### config.mk
export PLATFORM = sky130hd
export DESIGN_NAME = pipe_control
export DESIGN_NICKNAME = d
export VERILOG_FILES = /design/src/rtl/pipe_ctrl_pkg.sv /design/src/rtl/pipe_control_cond_eval.sv /design/src/rtl/pipe_control.sv
export SDC_FILE = /design/constraint.sdc
export NUM_CORES = 1
export LEC_CHECK = 0
export CORE_MARGIN = 2
export CORE_UTILIZATION = 46
export DETAILED_ROUTE_END_ITERATION = 8
export MAX_ROUTING_LAYER = met4
export PLACE_DENSITY_LB_ADDON = 0.3
export SKIP_LAST_GASP = 1
export SYNTH_ARGS = -nofsm -noshare
export SYNTH_HDL_FRONTEND = slang
export SYNTH_SLANG_ARGS = --single-unit
### constraint.sdc
create_clock -name clk -period 9.8 [get_ports clk]
set_input_delay 2.45 -clock clk [delete_from_list [all_inputs] [get_ports clk]]
set_output_delay 2.45 -clock clk [all_outputs]
set_load 0.03 [all_outputs]
### src/rtl/pipe_ctrl_pkg.sv
// Shared definitions for the LEGv8 pipeline control slice: opcode patterns,
// control enums and the per-stage control structs carried down the pipe.
package pipe_ctrl_pkg;

    localparam int OP_BITS  = 11;
    localparam int LINK_REG = 30;

    // Opcode value/care-mask pairs; mask bits at 0 are don't-care.
    localparam logic [10:0] B_VAL     = 11'b00010100000, B_MASK     = 11'b11111100000;
    localparam logic [10:0] BCOND_VAL = 11'b01010100000, BCOND_MASK = 11'b11111111000;
    localparam logic [10:0] CBZ_VAL   = 11'b10110100000, CBZ_MASK   = 11'b11111111000;
    localparam logic [10:0] BL_VAL    = 11'b10010100000, BL_MASK    = 11'b11111100000;
    localparam logic [10:0] BR_VAL    = 11'b11010110000, BR_MASK    = 11'b11111111111;
    localparam logic [10:0] ADDI_VAL  = 11'b10010001000, ADDI_MASK  = 11'b11111111110;
    localparam logic [10:0] ADDS_VAL  = 11'b10101011000, ADDS_MASK  = 11'b11111111111;
    localparam logic [10:0] SUBS_VAL  = 11'b11101011000, SUBS_MASK  = 11'b11111111111;
    localparam logic [10:0] LDUR_VAL  = 11'b11111000010, LDUR_MASK  = 11'b11111111111;
    localparam logic [10:0] STUR_VAL  = 11'b11111000000, STUR_MASK  = 11'b11111111111;

    localparam logic [1:0] SRC_REG  = 2'b00;
    localparam logic [1:0] SRC_DOFF = 2'b01;
    localparam logic [1:0] SRC_IMM  = 2'b10;

    typedef enum logic [3:0] {
        OP_NOP, OP_B, OP_BCOND, OP_CBZ, OP_BL, OP_BR,
        OP_ADDI, OP_ADDS, OP_SUBS, OP_LDUR, OP_STUR
    } op_e;

    typedef enum logic [2:0] {
        PASS_B = 3'b000,
        ADD    = 3'b010,
        SUB    = 3'b011
    } aluop_e;

    typedef enum logic [3:0] {
        COND_EQ, COND_NE, COND_HS, COND_LO, COND_MI, COND_PL, COND_VS, COND_VC,
        COND_HI, COND_LS, COND_GE, COND_LT, COND_GT, COND_LE, COND_AL, COND_ALX
    } cond_e;

    typedef struct packed {
        logic       valid;
        logic       set_flags;
        aluop_e     aluop;
        logic [1:0] alusrc;
    } ex_ctrl_t;

    typedef struct packed {
        logic valid;
        logic write;
        logic read;
    } mem_ctrl_t;

    typedef struct packed {
        logic valid;
        logic regwrite;
        logic memtoreg;
        logic bl;
    } wb_ctrl_t;

    function automatic logic op_match(logic [10:0] op, logic [10:0] val, logic [10:0] mask);
        return ((op ^ val) & mask) == 11'd0;
    endfunction

    function automatic op_e classify(logic [10:0] op);
        if      (op_match(op, B_VAL,     B_MASK))     return OP_B;
        else if (op_match(op, BCOND_VAL, BCOND_MASK)) return OP_BCOND;
        else if (op_match(op, CBZ_VAL,   CBZ_MASK))   return OP_CBZ;
        else if (op_match(op, BL_VAL,    BL_MASK))    return OP_BL;
        else if (op_match(op, BR_VAL,    BR_MASK))    return OP_BR;
        else if (op_match(op, ADDI_VAL,  ADDI_MASK))  return OP_ADDI;
        else if (op_match(op, ADDS_VAL,  ADDS_MASK))  return OP_ADDS;
        else if (op_match(op, SUBS_VAL,  SUBS_MASK))  return OP_SUBS;
        else if (op_match(op, LDUR_VAL,  LDUR_MASK))  return OP_LDUR;
        else if (op_match(op, STUR_VAL,  STUR_MASK))  return OP_STUR;
        else                                          return OP_NOP;
    endfunction

endpackage

### src/rtl/pipe_control_cond_eval.sv
// Combinational B.cond evaluator over NZCV using the ARM condition encoding.
// With full_cond low only LT can ever be taken.
module cond_eval
    import pipe_ctrl_pkg::*;
(
    input  logic [3:0] cond,
    input  logic [3:0] nzcv,
    input  logic       full_cond,
    output logic       taken
);

    logic n, z, c, v;
    logic result;

    assign n = nzcv[3];
    assign z = nzcv[2];
    assign c = nzcv[1];
    assign v = nzcv[0];

    always_comb begin
        result = 1'b0;
        case (cond)
            COND_EQ:  result = z;
            COND_NE:  result = !z;
            COND_HS:  result = c;
            COND_LO:  result = !c;
            COND_MI:  result = n;
            COND_PL:  result = !n;
            COND_VS:  result = v;
            COND_VC:  result = !v;
            COND_HI:  result = c && !z;
            COND_LS:  result = !(c && !z);
            COND_GE:  result = (n == v);
            COND_LT:  result = (n != v);
            COND_GT:  result = !z && (n == v);
            COND_LE:  result = z || (n != v);
            COND_AL:  result = 1'b1;
            COND_ALX: result = 1'b1;
            default:  result = 1'b0;
        endcase
    end

    assign taken = full_cond ? result : ((cond == COND_LT) && (n != v));

endmodule

### src/rtl/pipe_control.sv
// LEGv8 5-stage pipeline control: ID decode, ID/EX -> EX/MEM -> MEM/WB control
// pipes, NZCV register, branch resolution and load-use / branch-operand stalls.
module pipe_control
    import pipe_ctrl_pkg::*;
#(
    parameter int OPW         = 11,
    parameter int RAW         = 5,
    parameter int FULL_COND   = 1,
    parameter int FLAG_BYPASS = 1
) (
    input  logic           clk,
    input  logic           reset_n,
    input  logic           id_valid,
    input  logic [OPW-1:0] id_opcode,
    input  logic [3:0]     id_cond,
    input  logic [RAW-1:0] id_rn,
    input  logic [RAW-1:0] id_rm,
    input  logic [RAW-1:0] id_rd,
    input  logic           cbz_zero,
    input  logic [3:0]     ex_flags_in,
    output logic           stall,
    output logic           flush_if,
    output logic           id_reg2loc,
    output logic           id_br_taken,
    output logic           id_uncond_br,
    output logic           id_br_reg,
    output logic           ex_valid,
    output logic           ex_set_flags,
    output logic [2:0]     ex_aluop,
    output logic [1:0]     ex_alusrc,
    output logic           mem_valid,
    output logic           mem_write,
    output logic           mem_read,
    output logic           wb_valid,
    output logic           wb_regwrite,
    output logic           wb_memtoreg,
    output logic           wb_bl,
    output logic [RAW-1:0] wb_rd,
    output logic [3:0]     flags_q
);

    localparam logic [RAW-1:0] XZR = '1;

    logic [10:0]    op;
    op_e            op_kind;
    ex_ctrl_t       dec_ex;
    mem_ctrl_t      dec_mem;
    wb_ctrl_t       dec_wb;
    logic [RAW-1:0] dec_rd;
    logic           reg2loc, uncond, br_reg, raw_taken;
    logic           lu_rn, lu_src2, br_chk;
    logic           cond_taken, load_use, br_hazard, go;
    logic [RAW-1:0] src2, br_src;
    logic [3:0]     flags_src;

    ex_ctrl_t       idex_ex;
    mem_ctrl_t      idex_mem, exmem_mem;
    wb_ctrl_t       idex_wb, exmem_wb, memwb_wb;
    logic [RAW-1:0] idex_rd, exmem_rd, memwb_rd;

    assign op      = id_opcode[OPW-1 -: OP_BITS];
    assign op_kind = classify(op);

    // Same-cycle bypass lets a B.cond right behind ADDS/SUBS see the new flags.
    assign flags_src = ((FLAG_BYPASS != 0) && idex_ex.valid && idex_ex.set_flags)
                       ? ex_flags_in : flags_q;

    cond_eval u_cond_eval (
        .cond      (id_cond),
        .nzcv      (flags_src),
        .full_cond (FULL_COND != 0),
        .taken     (cond_taken)
    );

    always_comb begin
        dec_ex    = '0;
        dec_mem   = '0;
        dec_wb    = '0;
        dec_rd    = '0;
        reg2loc   = 1'b0;
        uncond    = 1'b0;
        br_reg    = 1'b0;
        raw_taken = 1'b0;
        lu_rn     = 1'b0;
        lu_src2   = 1'b0;
        br_chk    = 1'b0;
        dec_ex.aluop  = PASS_B;
        dec_ex.alusrc = SRC_REG;
        case (op_kind)
            OP_B: begin
                uncond = 1'b1; raw_taken = 1'b1;
            end
            OP_BCOND: raw_taken = cond_taken;
            OP_CBZ: begin
                reg2loc = 1'b1; br_chk = 1'b1; raw_taken = cbz_zero;
            end
            OP_BL: begin
                uncond = 1'b1; raw_taken = 1'b1;
                dec_wb.regwrite = 1'b1; dec_wb.bl = 1'b1;
                dec_rd = RAW'(LINK_REG);
            end
            OP_BR: begin
                uncond = 1'b1; br_reg = 1'b1; raw_taken = 1'b1; br_chk = 1'b1;
            end
            OP_ADDI: begin
                dec_ex.aluop = ADD; dec_ex.alusrc = SRC_IMM;
                dec_wb.regwrite = 1'b1; dec_rd = id_rd; lu_rn = 1'b1;
            end
            OP_ADDS, OP_SUBS: begin
                dec_ex.aluop = (op_kind == OP_SUBS) ? SUB : ADD;
                dec_ex.set_flags = 1'b1;
                dec_wb.regwrite = 1'b1; dec_rd = id_rd;
                lu_rn = 1'b1; lu_src2 = 1'b1;
            end
            OP_LDUR: begin
                dec_ex.aluop = ADD; dec_ex.alusrc = SRC_DOFF;
                dec_mem.read = 1'b1;
                dec_wb.regwrite = 1'b1; dec_wb.memtoreg = 1'b1; dec_rd = id_rd;
            end
            OP_STUR: begin
                dec_ex.aluop = ADD; dec_ex.alusrc = SRC_DOFF;
                dec_mem.write = 1'b1; reg2loc = 1'b1;
                lu_rn = 1'b1; lu_src2 = 1'b1;
            end
            default: ;
        endcase
        dec_ex.valid  = (op_kind != OP_NOP);
        dec_mem.valid = (op_kind != OP_NOP);
        dec_wb.valid  = (op_kind != OP_NOP);
    end

    // Branches resolve in ID, so their source must wait out an ALU result in
    // EX or a load still in MEM; ALU consumers only wait on a load in EX.
    always_comb begin
        src2   = reg2loc ? id_rd : id_rm;
        br_src = (op_kind == OP_CBZ) ? id_rd : id_rn;
        load_use = id_valid && idex_ex.valid && idex_mem.read && (idex_rd != XZR) &&
                   ((lu_rn && (idex_rd == id_rn)) || (lu_src2 && (idex_rd == src2)));
        br_hazard = id_valid && br_chk &&
                    ((idex_ex.valid && idex_wb.regwrite && (idex_rd != XZR) && (idex_rd == br_src)) ||
                     (exmem_mem.valid && exmem_mem.read && (exmem_rd != XZR) && (exmem_rd == br_src)));
    end

    assign stall        = load_use || br_hazard;
    assign go           = id_valid && !stall;
    assign id_br_taken  = go && raw_taken;
    assign flush_if     = id_br_taken;
    assign id_reg2loc   = go && reg2loc;
    assign id_uncond_br = go && uncond;
    assign id_br_reg    = go && br_reg;

    always_ff @(posedge clk or negedge reset_n) begin
        if (!reset_n) begin
            idex_ex   <= '0;
            idex_mem  <= '0;
            idex_wb   <= '0;
            idex_rd   <= '0;
            exmem_mem <= '0;
            exmem_wb  <= '0;
            exmem_rd  <= '0;
            memwb_wb  <= '0;
            memwb_rd  <= '0;
            flags_q   <= 4'b0000;
        end else begin
            if (go) begin
                idex_ex  <= dec_ex;
                idex_mem <= dec_mem;
                idex_wb  <= dec_wb;
                idex_rd  <= dec_rd;
            end else begin
                idex_ex  <= '0;
                idex_mem <= '0;
                idex_wb  <= '0;
                idex_rd  <= '0;
            end
            exmem_mem <= idex_mem;
            exmem_wb  <= idex_wb;
            exmem_rd  <= idex_rd;
            memwb_wb  <= exmem_wb;
            memwb_rd  <= exmem_rd;
            if (idex_ex.valid && idex_ex.set_flags)
                flags_q <= ex_flags_in;
        end
    end

    assign ex_valid     = idex_ex.valid;
    assign ex_set_flags = idex_ex.set_flags;
    assign ex_aluop     = idex_ex.aluop;
    assign ex_alusrc    = idex_ex.alusrc;
    assign mem_valid    = exmem_mem.valid;
    assign mem_write    = exmem_mem.write;
    assign mem_read     = exmem_mem.read;
    assign wb_valid     = memwb_wb.valid;
    assign wb_regwrite  = memwb_wb.regwrite;
    assign wb_memtoreg  = memwb_wb.memtoreg;
    assign wb_bl        = memwb_wb.bl;
    assign wb_rd        = memwb_rd;

endmodule

==> results.json <==
{
  "crit_path_start_kind": "input port",
  "syn-cell-area_um2": 2410,
  "drive_above_1_share": 0.0758,
  "start_util": 0.476,
  "fp.dieArea_um2": 5840,
  "synth_warnings": 0,
  "port_buffers": 65,
  "dieWidth_um": 76.4,
  "cts_setup_buffers": 0,
  "drt-total-wl_um": 6570,
  "cellInternalPower_uw": 266,
  "syn_area_per_cell_um2": 9.01,
  "avgRoutedWirePerCell_um": 16.4,
  "maxCapViolations": 0,
  "num_vias": 2407,
  "fp-row-count": 26,
  "hold_path_end": "wb_bl",
  "swShare": 0.233,
  "grt_pass1_wl_um": 11100,
  "finalCriticalPeriod_ns": 8.29,
  "reg2reg_from": "idex_rd[3]",
  "fp.coreArea_um2": 5070,
  "ys_seq_area_frac": 0.394,
  "reg2reg_slack_ns": 7.44,
  "finalMaxSlewViolations": 0,
  "worst_path_max_delay_cell": "clkdlybuf4s50_1",
  "power-per-cell-area_nw_per_um2": 108,
  "status": "finished, final reports clean",
  "antenna_found_initial": 0,
  "period_share": 0.846,
  "initialDrtViolationCount": 195,
  "synthCells": 268,
  "yosys_register_bits": 38,
  "setup_viol": 0,
  "ys_types": 60,
  "drt_pre_antenna_iters": 4,
  "grt_util_all_layers": 0.241,
  "postRouteAntennaNets": 0,
  "synthToLayoutAreaGrowth_pct": 32.9,
  "required_ns": 7.35,
  "pwr-share-comb": 0.160,
  "grt_overflow": 0,
  "crit_path_start": "id_opcode[9]",
  "final_common_cell": "clkdlybuf4s50_1",
  "crit_path_cell_trace": "clkdlybuf4s50_1, nand4bb_1, or2_1, nand2_1, or3_1, nor3_1, nor2_1, a31oi_1, clkdlybuf4s50_1",
  "maxSlewHeadroom": 0.464,
  "cpMostUsedCell": "clkdlybuf4s50_1",
  "final-hold-violation-count": 0,
  "fillers": 444,
  "seq_area_um2": 951,
  "tritoncts": "built",
  "clk_pin_slew_worst_paths_ns": 0.07,
  "synth_ff_type": "dfrtp_1",
  "crit_arrival_ns": 5.84,
  "num_antenna_cells": 0,
  "whs_ns": 0.351,
  "cts_max_level": 2,
  "synth-edff-count": 0,
  "nets": 368,
  "fmax_mhz": 121,
  "clock_latency_ns": 0.28,
  "p_switching_uw": 80.9,
  "setup_tns_ns": 0,
  "grt_max_degree": 39,
  "crit_buf_inv": 2,
  "synthesis.nets": 306,
  "async_flop_share": 1.00,
  "cts.sinks": 38,
  "endpoint_kind": "output port",
  "ioPinCount": 67,
  "tightest_slew_ns": 0.805,
  "holdPathStages": 0,
  "post-route-drc-count": 0,
  "rsz0062_at_grt": "false",
  "clock_tree.root_cell": "clkbuf_8",
  "ir_worst_vdd_uv": 115,
  "dpl.hpwl_um": 4980,
  "fin_skew_ns": 0.00583,
  "crit_family": "simple AND/OR/NAND/NOR gates",
  "seq_power_share": 0.460,
  "most-common-layout-cells": "clkdlybuf4s50_1, dfrtp_1, nor2_1",
  "critPathMaxFanout": 17,
  "gp_congestion": 0.920,
  "chipHeight_um": 76.4,
  "postCtsHoldBufs": 0,
  "p_clk_frac": 0.380,
  "reg2reg_to": "idex_wb[2]",
  "r2r_cells": 7,
  "cts_made_buffers": 5,
  "ctsLongestPathBuffers": 2,
  "hold_path.class": "register to register",
  "hold_start": "exmem_wb[0]",
  "viasPerCell": 6.02,
  "multiInputGateArea_um2": 1360,
  "grt_pass1_vias": 2242,
  "leakage_uw": 0.00133,
  "cts_resized": 0,
  "critPathKind": "input port to output port",
  "max_stage_delay_ns": 0.71
}
-- metrics by stage --
step / setup WS (ns) / cell area, um2 / power [uW] / instances / util
detailed placement: 1.63 / 3100 / 218 / 393 / 0.610
floorplan: 2.61 / 2410 / 187 / 268 / -
CTS: 1.59 / 3210 / 350 / 400 / 0.632
global route: 1.29 / 3210 / 363 / 400 / 0.632
finish: 1.51 / 3210 / 347 / 400 / 0.632
global placement: 1.66 / 3100 / 217 / 393 / 0.610
-- final cells by class --
| type | instances | share of cell area |
|---|---|---|
| clock buffer | 6 | 0.0257 |
| clock inverter | 1 | 0.00936 |
| timing repair buffer | 65 | 0.201 |
| tap | 70 | 0.0273 |
| sequential | 38 | 0.296 |
| inverter | 14 | 0.0164 |
| multi-input combinational | 206 | 0.424 |
-- flip-flops by register name (all words and copies together), names as in the netlist --
| signal | flops |
|---|---|
| ex_aluop | 2 |
| mem_write | 1 |
| wb_memtoreg | 1 |
| ex_alusrc | 2 |
| wb_valid | 1 |
| exmem_rd | 5 |
| idex_rd | 5 |
| idex_wb | 2 |
| ex_valid | 1 |
| wb_rd | 5 |
| wb_bl | 1 |
| wb_regwrite | 1 |
| idex_mem | 2 |
| mem_valid | 1 |
| exmem_wb | 2 |
| mem_read | 1 |
| flags_q | 4 |
| ex_set_flags | 1 |
-- worst register-to-register path, delay by kind of cell, from the launching register on --
kind	cells	cell delay, ns
AO/OA/AOI/OAI	5	1.15
AND/OR/NAND/NOR	1	0.19
flip-flops	1	0.53
XOR/XNOR	1	0.34
-- how the worst max path moves through the flow --
| stage | to | slack (ns) | cells past startpoint |
|---|---|---|---|
| finish | id_br_taken | 1.51 | 9 |
| global route | flush_if | 1.29 | 9 |
| CTS | id_br_taken | 1.59 | 9 |
| detailed placement | id_br_taken | 1.63 | 9 |
| global placement | flush_if | 1.66 | 9 |
| floorplan | id_br_taken | 2.61 | 8 |
-- synth_stat cells (all sizes together), types with 3 or more instances --
cell type,n,share of area
a211oi,3,0.0093
a21oi,12,0.025
a31oi,6,0.016
and3,3,0.0078
buf,5,0.013
clkbuf,5,0.0078
dfrtp,38,0.39
inv,14,0.022
mux2,4,0.019
nand2,25,0.042
nand2b,5,0.013
nand3,12,0.025
nand4,7,0.021
nor2,27,0.042
nor2b,4,0.010
nor3,6,0.012
nor3b,3,0.0093
nor4,3,0.010
nor4b,4,0.023
o211ai,4,0.012
o21ai,10,0.021
o221ai,6,0.022
o22ai,3,0.0078
or2,5,0.013
xnor2,11,0.040
xor2,6,0.022
-- power groups by stage --
stage                     Combinational (uW)  Sequential, uW  Clock, uW
after floorplan                         22.2             165          0
after global placement                  54.3             163          0
after detailed placement                54.8             163          0
after CTS                               55.4             160        135
after global routing                    60.6             160        142
final                                   55.6             160        132
-- metal layers --
layer,vias up,global-route usage,part of all wire
li1,1121,-,-
met3,18,0.0391,0.075
met4,0,0.0873,0.025
met2,130,0.375,0.47
met5,-,-,0
met1,1138,0.318,0.43
-- cell families after synthesis --
| family | share of synthesized area |
|---|---|
| flops | 0.394 |
| xor+xnor | 0.0617 |
| other cells | 0.00155 |
| simple gates | 0.280 |
| mux | 0.0270 |
| buf+inv | 0.0430 |
| compound gates | 0.193 |
No activity file was read; power rests on OpenSTA's default activity.
